--- src/rtl/vga_timing_detector.sv ---
// VGA timing detector: recovers hcount/vcount from active-low hsync/vsync,
// checks sync phase and width against the configured mode and reports lock.
module vga_timing_detector #(
  parameter int unsigned HD          = 640,
  parameter int unsigned HF          = 16,
  parameter int unsigned HR          = 96,
  parameter int unsigned HB          = 48,
  parameter int unsigned VD          = 480,
  parameter int unsigned VF          = 10,
  parameter int unsigned VR          = 2,
  parameter int unsigned VB          = 33,
  parameter int unsigned H_W         = 10,
  parameter int unsigned V_W         = 10,
  parameter int unsigned LOCK_FRAMES = 2
) (
  input  logic           clk_i,
  input  logic           rst_i,
  input  logic           en_i,
  input  logic           vga_hs_i,
  input  logic           vga_vs_i,
  output logic [H_W-1:0] hcount_o,
  output logic [V_W-1:0] vcount_o,
  output logic           pixel_enable_o,
  output logic           locked_o,
  output logic           sync_err_o
);

  localparam int unsigned HTOTAL  = HD + HF + HR + HB;
  localparam int unsigned VTOTAL  = VD + VF + VR + VB;
  localparam int unsigned H_SYNC0 = HD + HF;
  localparam int unsigned H_SYNC1 = HD + HF + HR;
  localparam int unsigned V_SYNC0 = VD + VF;
  localparam int unsigned CNT_W   = (LOCK_FRAMES > 1) ? $clog2(LOCK_FRAMES) : 1;

  typedef enum logic [1:0] {
    S_SEARCH = 2'd0,
    S_HALIGN = 2'd1,
    S_VERIFY = 2'd2,
    S_LOCKED = 2'd3
  } state_t;

  state_t           state_q, state_d;
  logic [CNT_W-1:0] cnt_q, cnt_d;
  logic             hs_q, vs_q;
  logic [H_W-1:0]   hcount_d, hnext;
  logic [V_W-1:0]   vcount_d, vnext;
  logic             hs_fall, hs_rise, vs_fall;
  logic             h_wrap, tracking, v_check, vexp;
  logic             err_h, err_v, err_c;
  logic             locked_d, pe_d;

  // Next-count, error detection, alignment loads and lock sequencing
  always_comb begin
    state_d  = state_q;
    cnt_d    = cnt_q;
    hcount_d = hcount_o;
    vcount_d = vcount_o;
    err_c    = 1'b0;

    hs_fall  = hs_q & ~vga_hs_i;
    hs_rise  = ~hs_q & vga_hs_i;
    vs_fall  = vs_q & ~vga_vs_i;

    h_wrap   = (hcount_o == H_W'(HTOTAL - 1));
    hnext    = h_wrap ? '0 : hcount_o + H_W'(1);
    if (h_wrap) begin
      vnext = (vcount_o == V_W'(VTOTAL - 1)) ? '0 : vcount_o + V_W'(1);
    end else begin
      vnext = vcount_o;
    end

    tracking = (state_q != S_SEARCH);
    v_check  = (state_q == S_VERIFY) || (state_q == S_LOCKED);
    vexp     = (hnext == '0) && (vnext == V_W'(V_SYNC0));

    err_h = tracking & ((hs_fall & (hnext != H_W'(H_SYNC0))) |
                        (~hs_fall & (hnext == H_W'(H_SYNC0))) |
                        (hs_rise & (hnext != H_W'(H_SYNC1))));
    err_v = v_check & (vs_fall ^ vexp);

    if (en_i) begin
      err_c    = err_h | err_v;
      hcount_d = hs_fall ? H_W'(H_SYNC0) : hnext;
      vcount_d = (vs_fall && tracking) ? V_W'(V_SYNC0) : vnext;
      if (err_c) begin
        state_d = S_SEARCH;
        cnt_d   = '0;
      end else begin
        case (state_q)
          S_SEARCH: if (hs_fall) state_d = S_HALIGN;
          S_HALIGN: if (vs_fall) begin
            state_d = S_VERIFY;
            cnt_d   = '0;
          end
          S_VERIFY: if (vs_fall) begin
            if (cnt_q == CNT_W'(LOCK_FRAMES - 1)) state_d = S_LOCKED;
            else                                  cnt_d   = cnt_q + CNT_W'(1);
          end
          S_LOCKED: state_d = S_LOCKED;
          default:  state_d = S_SEARCH;
        endcase
      end
    end

    locked_d = (state_d == S_LOCKED);
    pe_d     = locked_d && (hcount_d < H_W'(HD)) && (vcount_d < V_W'(VD));
  end

  // State, frame counter and sync sample registers
  always_ff @(posedge clk_i) begin
    if (rst_i) begin
      state_q <= S_SEARCH;
      cnt_q   <= '0;
      hs_q    <= 1'b1;
      vs_q    <= 1'b1;
    end else begin
      state_q <= state_d;
      cnt_q   <= cnt_d;
      if (en_i) begin
        hs_q <= vga_hs_i;
        vs_q <= vga_vs_i;
      end
    end
  end

  // Registered outputs; error pulse clears on the following clock
  always_ff @(posedge clk_i) begin
    if (rst_i) begin
      hcount_o       <= '0;
      vcount_o       <= '0;
      pixel_enable_o <= 1'b0;
      locked_o       <= 1'b0;
      sync_err_o     <= 1'b0;
    end else begin
      hcount_o       <= hcount_d;
      vcount_o       <= vcount_d;
      pixel_enable_o <= pe_d;
      locked_o       <= locked_d;
      sync_err_o     <= err_c;
    end
  end

endmodule

--- config.mk ---
export PLATFORM = sky130hd
export DESIGN_NAME = vga_timing_detector
export DESIGN_NICKNAME = d
export VERILOG_FILES = /design/src/rtl/vga_timing_detector.sv
export SDC_FILE = /design/constraint.sdc
export NUM_CORES = 1
export LEC_CHECK = 0
export CELL_PAD_IN_SITES_DETAIL_PLACEMENT = 0
export CELL_PAD_IN_SITES_GLOBAL_PLACEMENT = 1
export CORE_MARGIN = 10
export CORE_UTILIZATION = 41
export CTS_BUF_LIST = sky130_fd_sc_hd__clkbuf_8 sky130_fd_sc_hd__clkbuf_16
export CTS_CLUSTER_SIZE = 30
export DETAILED_ROUTE_END_ITERATION = 10
export DONT_BUFFER_PORTS = 1
export PLACE_DENSITY = 0.77
export SYNTH_ARGS = -nofsm -noshare
export SYNTH_HDL_FRONTEND = slang
export SYNTH_SLANG_ARGS = --single-unit
--- constraint.sdc ---
create_clock -name clk_i -period 2.6 [get_ports clk_i]
set_input_delay 0.65 -clock clk_i [delete_from_list [all_inputs] [get_ports clk_i]]
set_output_delay 0.65 -clock clk_i [all_outputs]
set_load 0.005 [all_outputs]
-- After elaboration in Yosys (flattened, before gate mapping)
Index checks and enable logic that the tools add are counted.
- bits in registers: 28
- input port bits: 5
- add/subtract/negate cells: 3
- $lt $le $gt $ge: 2
- eq/ne operators: 12
- mux-type cells: 19
- bitwise logic cells: 17
- reduce and logical (&&, ||, !) cells: 11
- operators by type and width (operator ; count):
    10-bit 2-to-1 mux ; 7
    10-bit == test, second input constant ; 3
    10-bit by 1-bit adder with 10-bit output, second input constant ; 2
    10-bit != test, second input constant ; 2
    2-bit 2-to-1 mux ; 6
    10-bit by 9-bit == test with 1-bit output, second input constant ; 1
    10-bit logical NOT ; 1
    10-bit < comparator, second input constant ; 1
    10-bit by 9-bit < comparator with 1-bit output, second input constant ; 1
    1-bit AND ; 8
    2-bit case mux with 4 select lines ; 1
    2-bit == test, second input constant ; 3
    1-bit inverter ; 5
    1-bit logical AND ; 4
    1-bit 2-to-1 mux ; 4
    4-bit AND reduction ; 1
    3-bit by 2-bit != test with 1-bit output, second input constant ; 1
    3-bit != test, second input constant ; 1
    1-bit bitwise OR ; 3
    3-bit nonzero test ; 1
    2-bit by 1-bit == test with 1-bit output, second input constant ; 1
    2-bit logical NOT ; 1
    1-bit case mux with 2 select lines ; 1
    2-bit nonzero test ; 1
    other kinds (4) ; 4

-- Longest topological paths before layout
- depth in word-level cells: 13
- gate-level depth with buffers: 11
- depth with buffers taken out: 8

-- Worst setup path after synthesis
OpenSTA, ideal clock, no wires.
- kind: register to register
- start point: register hcount_o[0]
- end point: register locked_o
- arrival time: 2698 ps
- path slack: -185 ps
- stages on the path, launching flop included: 12
- clock period less this slack: 2785 ps
- cells stage by stage: dfxtp_1 > ha_1 > clkbuf_1 > and4_1 > clkbuf_1 > nand3_1 > clkbuf_1 > a2111o_1 > o21ai_0 > o2111ai_1 > mux2_4 > nor4b_2
- cells in the longest elaborated chain, start to end: 11
- elaborated cells on any way between the ends: 22
- classes of those cells: 1 x add/sub; 6 x eq/ne; 4 x mux; 9 x bitwise; 2 x reduce/logical
- ends and longest elaborated chain (what ; RTL line ; source):
    start, declared ; 21 ; output logic [H_W-1:0] hcount_o,
    start signal, assigned ; 135 ; hcount_o <= hcount_d;
    10-bit by 1-bit adder with 10-bit output / 10-bit == test (equally long branches) ; 65, 64 ;
    10-bit 2-to-1 mux ; 65 ; hnext = h_wrap ? '0 : hcount_o + H_W'(1);
    10-bit != test / 10-bit == test (equally long branches) ; 76, 77 ;
    1-bit AND, on equally long branches ; 76, 77 ;
    1-bit bitwise OR ; 76 ; err_h = tracking & ((hs_fall & (hnext != H_W'(H_SYNC0))) |
    1-bit bitwise OR ; 77 ; (~hs_fall & (hnext == H_W'(H_SYNC0))) |
    1-bit AND ; 76 ;
    1-bit bitwise OR * ; 82 ; err_c = err_h | err_v;
    2-bit 2-to-1 mux * ; 85 ; if (err_c) begin
    2-bit 2-to-1 mux * ; 81 ; if (en_i) begin
    2-bit == test * ; 105 ; locked_d = (state_d == S_LOCKED);
    end signal, assigned ; 138 ; locked_o <= locked_d;
    end, declared ; 24 ; output logic locked_o,
Mark *: on every way between the ends. The rest lies on a longest branch, timed or not.
A chain may end at the register's enable or synchronous reset.

-- Worst setup path in the final report
- start point: register hcount_o[6]
- end point: register locked_o
Same word-level chain as after synthesis.

==> impl_metrics.yaml <==
global_routing:
  top_usage_layer: "met2"
  grt_pass1_vias: 1922
  met3_usage_pct: 3.16
  use_met2_pct: 21.2
  track_usage_pct: 14.1
  grt_max_degree: 31
  grt.overflow.total: 0
  grt_pass1_wl_um: 9840
  grt_antenna_before_repair: 0
  grtUsageMet1_pct: 19.5
status:
  status: "finished clean"
pwr:
  ir_worst_vdd_mv: 0.186
  seq_power_share_pct: 52.3
  power_per_cell_area_nw_per_um2: 375
  comb_power_share_pct: 16.6
  p_leak_uw: 0.000896
  swShare_pct: 26.8
  clkPwrFrac_pct: 31.2
  switchingPower_uw: 237
  p_int_uw: 646
synth:
  netlist_area_um2: 2030
  syn_avg_cell_area_um2: 7.62
  synth_edf_count: 0
  synth_flop_cell: "dfxtp_1"
  syn_nets: 274
  synth_warnings: 0
  synthArstFlopShare_pct: 0
  synthCells: 266
  synth-seq-cells: 28
  ys_types: 63
  seq_area_frac_synth_pct: 27.7
cells_and_area:
  area_delta_synth_final_pct: 16.2
  final_core_util_pct: 49.5
  fill_cells: 490
  drive_above_1_share_pct: 19.7
  layout_common_cells: "buf_4 (37), nor2_1 (28), dfxtp_1 (24)"
  fin_nets: 293
  n_antenna_cell: 0
  final_common_cell: "buf_4"
detailed_routing:
  drt-total-wl_um: 5870
  viasPerCell: 5.92
  via_count: 2077
  wire_per_inst_um: 16.7
  dr.pass1.iters: 5
  ant_nets: 0
  drtIter0Drc: 196
  drc: 0
setup_path:
  timing.rr.start: "hcount_o[6]"
  path_cells: "or4b_4, nor4_4, xor2_1, and4b_1, o2111ai_1, mux2_4, nor4b_2"
  cp-startpoint: "hcount_o[6]"
  setup.worst_path.class: "reg2reg"
  critical_path_required_ps: 2800
  crit_path_top_delay_cell: "or4b_4"
  end_kind: "register"
  critPathMaxFanout: 6
  critPathArrivalTime_ps: 2640
  critPathLaunchType: "register"
  crit_path_max_incr_delay_ps: 610
timing:
  worst_pin_slew_ps: 438
  drv_slew: 0
  skew_ps: 3.55
  slew_headroom_pct: 70.7
  fin_tns_setup_ps: 0
  final_hold_viol_count: 0
  max_freq_mhz: 410
  fin_crit_sh_pct: 93.9
  setup_viol: 0
  period_needed_ps: 2440
cts:
  cts_tree: "built"
  cts_buffers: 3
  htreeDepth: 1
  path_clk_slew_ps: 100
  insertion_delay_ps: 280
  cts_max_path_buffers: 2
  cts_root_buf: "clkbuf_8"
  cts_sinks: 28
floorplanning:
  initial_core_util_pct: 42.6
  dieHeight_um: 90.3
  pin_count: 28
  core-area_um2: 4750
  die_area_um2: 8150
  die_w_um: 90.3
  rows: 25
place:
  portBuffers: 0
  hpwlAfterDp_um: 4410
  place_congestion: 0.890
worst_hold_path:
  min_from: "rst_i"
  worstHoldPathType: "in2reg"
flow_run:
  max-cap-violations: 0
## layer usage
layer,vias to the layer above,wire length (µm)
met4,0,82
met3,7,405
li1,1028,-
met1,973,2760
met2,69,2620
met5,-,0
## metrics by stage
| step | setup slack [ps] | total power [µW] | area (µm²) | hold slack (ps) | instances |
|---|---|---|---|---|---|
| 3_3_place_gp | 123 | 615 | 2270 | 547 | 344 |
| 2_1_floorplan | 15.2 | 574 | 2030 | 490 | 266 |
| 4_1_cts | 81.3 | 897 | 2330 | 417 | 348 |
| 5_1_grt | -0.657 | 930 | 2350 | 410 | 351 |
| 6_report | 159 | 883 | 2350 | 422 | 351 |
| 3_5_place_dp | 12.5 | 616 | 2270 | 571 | 344 |
## kinds of logic after synthesis
family                   Yosys count  share of synthesized area (%)
buffers and inverters             31                           6.30
multiplexers                       1                          0.741
AO/OA/AOI/OAI                     78                           26.1
flip-flops                        28                           27.7
XOR/XNOR                          10                           4.32
AND/OR/NAND/NOR                  115                           33.0
adder cells (fa/ha/maj)            3                           1.85
## worst max-delay path, delay by kind of cell (launching register included)
family,cells,cell delay (ps)
muxes,1,380
xor gates and xnor gates,1,210
DFF,1,330
AOI/OAI and AO/OA,1,160
and+or+nand+nor,4,1280
## power groups by stage
stage                     sequential (µW)  combinational, µW  clock, µW
after floorplan                       473                101          0
after detailed placement              470                145          0
after global routing                  464                164        302
final                                 461                146        275
after CTS                             461                147        289
after global placement                470                145          0
## cells in the mapped netlist, types with 3 or more instances
cell      instances  area share (%)
o21ai_0          16             4.0
and4_1            3             1.3
nand3_1          15             3.7
nor3b_1           3             1.1
nor2b_1           7             2.2
nand2_1          16             3.0
a21oi_1          21             5.2
and3_1            4             1.2
dfxtp_1          28              28
nor4_1            5             1.5
nand4_1           8             2.5
ha_1              3             1.9
a211oi_1          3             1.1
nor3_1            5             1.2
a21o_1            3             1.1
a311oi_1          4             1.7
o31ai_1           4             1.5
or3_1             3            0.93
nor2_1           28             5.2
inv_1             7             1.3
clkbuf_1         21             3.9
xnor2_1           4             1.7
xor2_1            6             2.6
## state kept, by name, summed over array words and instances, names as in the netlist
name	flops
vs_q	1
locked_o	1
sync_err_o	1
hcount_o	10
state_q	2
cnt_q	1
pixel_enable_o	1
hs_q	1
vcount_o	10
## area by class of cell
| class | instances | area, µm² | area share (%) |
|---|---|---|---|
| clock buffers | 4 | 55.1 | 2.34 |
| well taps | 67 | 83.8 | 3.56 |
| multi-input cells | 207 | 1340 | 57.0 |
| repair buffers | 37 | 278 | 11.8 |
| flip-flops and latches | 28 | 566 | 24.0 |
| inverters | 8 | 30.0 | 1.28 |
## final timing paths
check        slack [ps]  cells after the start          end
max                 160                      7     locked_o
min                 420                      1  vcount_o[2]
max reg2reg         160                      7     locked_o
min reg2reg         570                      2  hcount_o[9]
## timing repair
action / CTS / global route
gates cloned: 0 / 0
hold buffers: 0 / 0
endpoints found under the setup margin: 1 / 3
buffers inserted: 0 / 3
gates resized for setup: 1 / 2
pin swaps: 0 / 3
Note: power is estimated with default switching activity, not from simulation.
